--- src/rtl/tick_wd_pkg.sv ---
// Shared types and helpers for the tick watchdog: FSM state encoding,
// miss counter width and the interval tolerance test.
package tick_wd_pkg;

  typedef enum logic [1:0] {
    IDLE   = 2'd0,
    TRACK  = 2'd1,
    LOCKED = 2'd2,
    FAULT  = 2'd3
  } wd_state_t;

  localparam int MISS_W = 2;

  // Written as interval+tol >= period so a short interval cannot underflow.
  function automatic logic in_tol(input int unsigned interval,
                                  input int unsigned period,
                                  input int unsigned tol);
    return ((interval + tol) >= period) && (interval <= (period + tol));
  endfunction

endpackage

--- src/rtl/tick_interval_ctr.sv ---
// Interval counter: counts cycles while running, reloads to zero on request,
// and flags when the count sits on the timeout boundary.
module tick_interval_ctr
  import tick_wd_pkg::*;
#(
  parameter int CBITS = 16,
  parameter int LIMIT = 17503
) (
  input  logic             clk,
  input  logic             rst_n,
  input  logic             run_i,
  input  logic             reload_i,
  output logic [CBITS-1:0] cnt_o,
  output logic             timeout_o
);

  localparam logic [CBITS-1:0] LIMIT_C = CBITS'(LIMIT);

  logic [CBITS-1:0] cnt_q;

  always_ff @(posedge clk or negedge rst_n) begin
    if (!rst_n) begin
      cnt_q <= '0;
    end else if (reload_i) begin
      cnt_q <= '0;
    end else if (run_i) begin
      cnt_q <= cnt_q + 1'b1;
    end
  end

  assign cnt_o     = cnt_q;
  assign timeout_o = (cnt_q == LIMIT_C);

endmodule

--- src/rtl/tick_watchdog.sv ---
// Tick watchdog: measures the spacing of upstream ticks, locks after a run of
// in-tolerance intervals, and reports early/late ticks and a sticky fault.
module tick_watchdog
  import tick_wd_pkg::*;
#(
  parameter int PERIOD     = 17501,
  parameter int TOL        = 2,
  parameter int CBITS      = 16,
  parameter int LOCK_GOOD  = 4,
  parameter int MISS_LIMIT = 3
) (
  input  logic              clk,
  input  logic              rst_n,
  input  logic              tick,
  input  logic              tick_err,
  input  logic              clr,
  output logic              locked,
  output logic              early,
  output logic              late,
  output logic              fault,
  output logic [MISS_W-1:0] miss_cnt,
  output logic [CBITS-1:0]  period_meas,
  output logic [1:0]        state_o
);

  localparam int GBITS = $clog2(LOCK_GOOD + 1);
  localparam logic [GBITS-1:0]  GOOD_MAX  = GBITS'(LOCK_GOOD);
  localparam logic [MISS_W-1:0] MISS_MAX  = '1;
  localparam logic [CBITS:0]    EARLY_LIM = (CBITS+1)'(PERIOD - TOL);

  wd_state_t         state_q;
  logic [GBITS-1:0]  good_q;
  logic [MISS_W-1:0] miss_q;
  logic              early_q;
  logic              late_q;
  logic [CBITS-1:0]  period_q;

  logic [CBITS-1:0]  cnt;
  logic              at_limit;
  logic              active;
  logic              ctr_reload;
  logic [CBITS:0]    interval;
  logic              is_good;
  logic              is_early;
  logic              timeout_hit;
  logic [GBITS-1:0]  good_inc;
  logic [MISS_W-1:0] miss_inc;

  assign active      = (state_q == TRACK) || (state_q == LOCKED);
  assign interval    = {1'b0, cnt} + (CBITS+1)'(1);
  assign is_good     = in_tol(32'(interval), PERIOD, TOL);
  assign is_early    = (interval < EARLY_LIM);
  assign timeout_hit = active && at_limit && !tick && !tick_err && !clr;
  assign good_inc    = (good_q == GOOD_MAX) ? good_q : good_q + 1'b1;
  assign miss_inc    = (miss_q == MISS_MAX) ? miss_q : miss_q + 1'b1;

  // A tick on the boundary cycle reloads as a tick, so it suppresses the timeout.
  assign ctr_reload = clr || (state_q == IDLE) ||
                      (active && !tick_err && (tick || at_limit));

  tick_interval_ctr #(
    .CBITS (CBITS),
    .LIMIT (PERIOD + TOL)
  ) u_ctr (
    .clk       (clk),
    .rst_n     (rst_n),
    .run_i     (active),
    .reload_i  (ctr_reload),
    .cnt_o     (cnt),
    .timeout_o (at_limit)
  );

  always_ff @(posedge clk or negedge rst_n) begin
    if (!rst_n) begin
      state_q  <= IDLE;
      good_q   <= '0;
      miss_q   <= '0;
      early_q  <= 1'b0;
      late_q   <= 1'b0;
      period_q <= '0;
    end else begin
      early_q <= 1'b0;
      late_q  <= 1'b0;
      if (clr) begin
        state_q <= IDLE;
        good_q  <= '0;
        miss_q  <= '0;
      end else begin
        case (state_q)
          IDLE: begin
            if (tick) state_q <= TRACK;
          end
          TRACK, LOCKED: begin
            if (tick_err) begin
              state_q <= FAULT;
            end else if (tick) begin
              period_q <= interval[CBITS-1:0];
              if (is_good) begin
                miss_q <= '0;
                good_q <= good_inc;
                if (state_q == TRACK && good_inc == GOOD_MAX) state_q <= LOCKED;
              end else if (is_early) begin
                early_q <= 1'b1;
                good_q  <= '0;
                if (state_q == LOCKED) state_q <= FAULT;
              end else begin
                good_q <= '0;
              end
            end else if (timeout_hit) begin
              late_q <= 1'b1;
              good_q <= '0;
              miss_q <= miss_inc;
              if (32'(miss_inc) >= MISS_LIMIT) state_q <= FAULT;
              else if (state_q == LOCKED)      state_q <= TRACK;
            end
          end
          default: ;
        endcase
      end
    end
  end

  assign locked      = (state_q == LOCKED);
  assign fault       = (state_q == FAULT);
  assign early       = early_q;
  assign late        = late_q;
  assign miss_cnt    = miss_q;
  assign period_meas = period_q;
  assign state_o     = state_q;

endmodule

--- config.mk ---
export PLATFORM = sky130hd
export DESIGN_NAME = tick_watchdog
export DESIGN_NICKNAME = d
export VERILOG_FILES = /design/src/rtl/tick_wd_pkg.sv /design/src/rtl/tick_interval_ctr.sv /design/src/rtl/tick_watchdog.sv
export SDC_FILE = /design/constraint.sdc
export NUM_CORES = 1
export LEC_CHECK = 0
export CAP_MARGIN = 20
export CORE_MARGIN = 2
export CORE_UTILIZATION = 45
export CTS_CLUSTER_SIZE = 40
export DETAILED_ROUTE_END_ITERATION = 6
export HOLD_SLACK_MARGIN = 0.05
export REMOVE_ABC_BUFFERS = 1
export SLEW_MARGIN = 20
export SYNTH_ARGS = -nofsm -noshare
export SYNTH_HDL_FRONTEND = slang
export SYNTH_HIERARCHICAL = 1
export SYNTH_SLANG_ARGS = --single-unit
--- constraint.sdc ---
create_clock -name clk -period 4.5 [get_ports clk]
set_clock_uncertainty 0.2 [all_clocks]
set_input_delay 0.9 -clock clk [delete_from_list [all_inputs] [get_ports clk]]
set_output_delay 0.9 -clock clk [all_outputs]
set_load 0.005 [all_outputs]
==> flow_summary.ini <==
[floorplan]
die_x_um = 92.5
start_util = 0.461
ios = 29
num_rows = 32
die_h_um = 92.5
dieArea_um2 = 8550
core-area_um2 = 7650

[clock_network]
cts-htree-levels = 2
clock_latency_ns = 0.30
cts.sinks = 41
tritoncts = done
clockBufferDepth = 2
cts_made_buffers = 5
post_cts_buffers = 0
clk_pin_slew_worst_paths_ns = 0.09
ctsResizeCount = 0
cts_root_buf = clkbuf_8
hold_buffers = 0

[final_layout]
drive_gt1_frac = 0.0995
antenna_cells = 0
fin_nets = 458
area_growth_pct = 11.6

[grt]
antenna_found_initial = 0
grt_pass1_vias = 2996
gr-usage-all-layers = 0.221
grt_pass1_wl_um = 15300
grt_max_degree = 42
grt-ovfl-total = 0

[yosys]
synth-seq-cells = 41
syn_avg_cell_area_um2 = 8.33
postSynth.asyncResetShare = 1.00
synth_ff_type = dfrtp_1
netlist_area_um2 = 3520
yosysWarnings = 6
ys_types = 78
synth_edf_count = 0
ys_seq_area_frac = 0.291
postSynthCellCount = 423

[setup_path]
critPathCaptureType = register
regToRegStartpoint = u_ctr/cnt_o[1]
path_delay_family = compound AO/OA/AOI/OAI gates
crit_type = reg2reg
crit_path_max_incr_delay_ns = 0.50
crit_path_top_delay_cell = ha_1
cp.buffers_inverters = 0
cp-startpoint = u_ctr/cnt_o[1]
critPathMaxFanout = 15
critical_path_arrival_ns = 3.91
setup.worst_path.start_class = register
required_ns = 4.48
worstPathCellList = ha_1, xor2_2, ha_1, o211ai_1, mux2_1, o311ai_1, a311oi_1, nor4_1, nor3b_2, a21bo_2, o311ai_1, o22ai_1

[routing]
ant_nets = 0
drt_wl_total_um = 9050
drt_drc_violations_left = 0
met1_length_um = 4270
firstDrtPassIters = 6
top_layer_used = met4
met3_length_um = 434
wl_met2_um = 4250
viasPerCell = 6.01
num_vias = 3269
wire_per_inst_um = 16.6
drt_iter0_drc = 233

[power]
p_leak_nw = 1.47
power.share.clock = 0.260
combPwrFrac = 0.314
p_sw_frac = 0.355
power_density_nw_per_um2 = 245
ir_worst_vdd_mv = 0.114
p_total_mw = 0.965
internal-power_mw = 0.622
sequentialPowerShare = 0.426
switchingPower_mw = 0.343

[place]
port_buffers = 28
place_hpwl_um = 6660
dp_slack_ns = 0.639
place_congestion = 0.875

[worst_hold_path]
min_path_type = reg2reg
hp-start = period_meas[4]

[sta]
maxSlewViolCount = 0
hold_viol = 0
tns_ns = 0
fin_crit_ns = 3.94
setup_ws_ns = 0.564
fmax_ghz = 0.254
grt_setup_unrepaired = no
maxSlewHeadroom = 0.583
tightest_slew_ns = 0.621
fin_crit_sh = 0.875
setup_viol = 0

[outcome]
status = finished clean

[run]
max_cap_viol_count = 0
synthesized netlist by cell type (4+ instances only):
cell type | n | area share
nand2_1 | 42 | 0.045
dfrtp_1 | 41 | 0.29
nor2_1 | 36 | 0.038
o21ai_0 | 27 | 0.038
inv_1 | 18 | 0.019
nand3_1 | 18 | 0.026
nor4_1 | 15 | 0.027
nor3_1 | 13 | 0.018
xnor2_1 | 13 | 0.032
ha_1 | 12 | 0.043
a21oi_1 | 11 | 0.016
nand4_1 | 10 | 0.018
xor2_1 | 10 | 0.025
buf_2 | 9 | 0.013
nor2b_1 | 8 | 0.014
and3_1 | 7 | 0.012
buf_4 | 7 | 0.015
clkbuf_1 | 7 | 0.0075
o211ai_1 | 7 | 0.015
a31oi_1 | 6 | 0.011
a211oi_1 | 4 | 0.0085
and2_1 | 4 | 0.0071
mux2i_1 | 4 | 0.011
nand2b_1 | 4 | 0.0071
nand3b_1 | 4 | 0.0085
o22ai_1 | 4 | 0.0071
or3_1 | 4 | 0.0071
power groups by stage:
stage | Sequential [mW] | Combinational, mW | Clock, mW
after floorplan | 0.426 | 0.167 | 0
after global placement | 0.418 | 0.300 | 0
after detailed placement | 0.419 | 0.305 | 0
after CTS | 0.412 | 0.306 | 0.259
after global routing | 0.416 | 0.340 | 0.271
final | 0.412 | 0.303 | 0.250
placed cells by master, fill, tap and decap left out, types with 10 or more instances in the layout:
cell	count
nand2_1	42
dfrtp_1	41
nor2_1	36
o21ai_0	27
clkdlybuf4s50_1	27
nand3_1	18
inv_1	18
nor4_1	15
xnor2_1	13
nor3_1	13
ha_1	12
a21oi_1	11
nand4_1	10
xor2_1	10
buf_4	10
area by class of cell:
| class | instances | area [µm²] |
|---|---|---|
| Tap cell | 102 | 128 |
| Clock inverter | 3 | 17.5 |
| Fill cell | 740 | 3720 |
| Sequential cell | 41 | 1030 |
| Multi-Input combinational cell | 337 | 2270 |
| Inverter | 19 | 71.3 |
| Clock buffer | 5 | 68.8 |
| Timing Repair Buffer | 37 | 345 |
registers in the layout, indices dropped and copies added, names as in the netlist:
name	count
period_meas	16
u_ctr/cnt_o	16
good_q	3
miss_cnt	2
state_o	2
early	1
late	1
per-layer routing:
layer | track usage | vias to the layer above
met2 | 0.348 | 111
met4 | 0.0547 | 0
met1 | 0.324 | 1553
met5 | 0 | -
li1 | - | 1599
met3 | 0.0269 | 6
kinds of logic after synthesis:
group / after synthesis / synth area share
AOI/OAI and AO/OA: 94 / 0.188
DFF: 41 / 0.291
and+or+nand+nor: 200 / 0.333
buffers and inverters: 45 / 0.0629
xor gates and xnor gates: 24 / 0.0618
adders and majority gates: 12 / 0.0426
muxes: 7 / 0.0210
worst register-to-register path, delay by kind of cell, from the launching register on:
kind	cells	cell delay, ns
and+or+nand+nor	2	0.59
muxes	1	0.30
xor gates and xnor gates	1	0.30
DFF	1	0.36
adders and majority gates	2	0.80
AOI/OAI and AO/OA	6	1.27
per-stage QoR:
step	hold WS [ns]	cells	cell area (µm²)	utilization
floorplan	0.270	397	3370	-
global placement	0.262	536	3840	0.502
detailed placement	0.272	536	3840	0.502
CTS	0.291	544	3930	0.514
global route	0.318	544	3930	0.514
finish	0.282	544	3930	0.514
final timing paths:
check,end,slack (ns),depth (start not counted)
max in group asynchronous,state_o[1],3.36,1
worst min-delay path,period_meas[4],0.28,2
worst min register to register,period_meas[4],0.28,2
worst max register to register,state_o[0],0.56,12
min in group asynchronous,period_meas[2],0.37,1
worst max-delay path,state_o[0],0.56,12
Note: power is estimated with default switching activity, not from simulation.
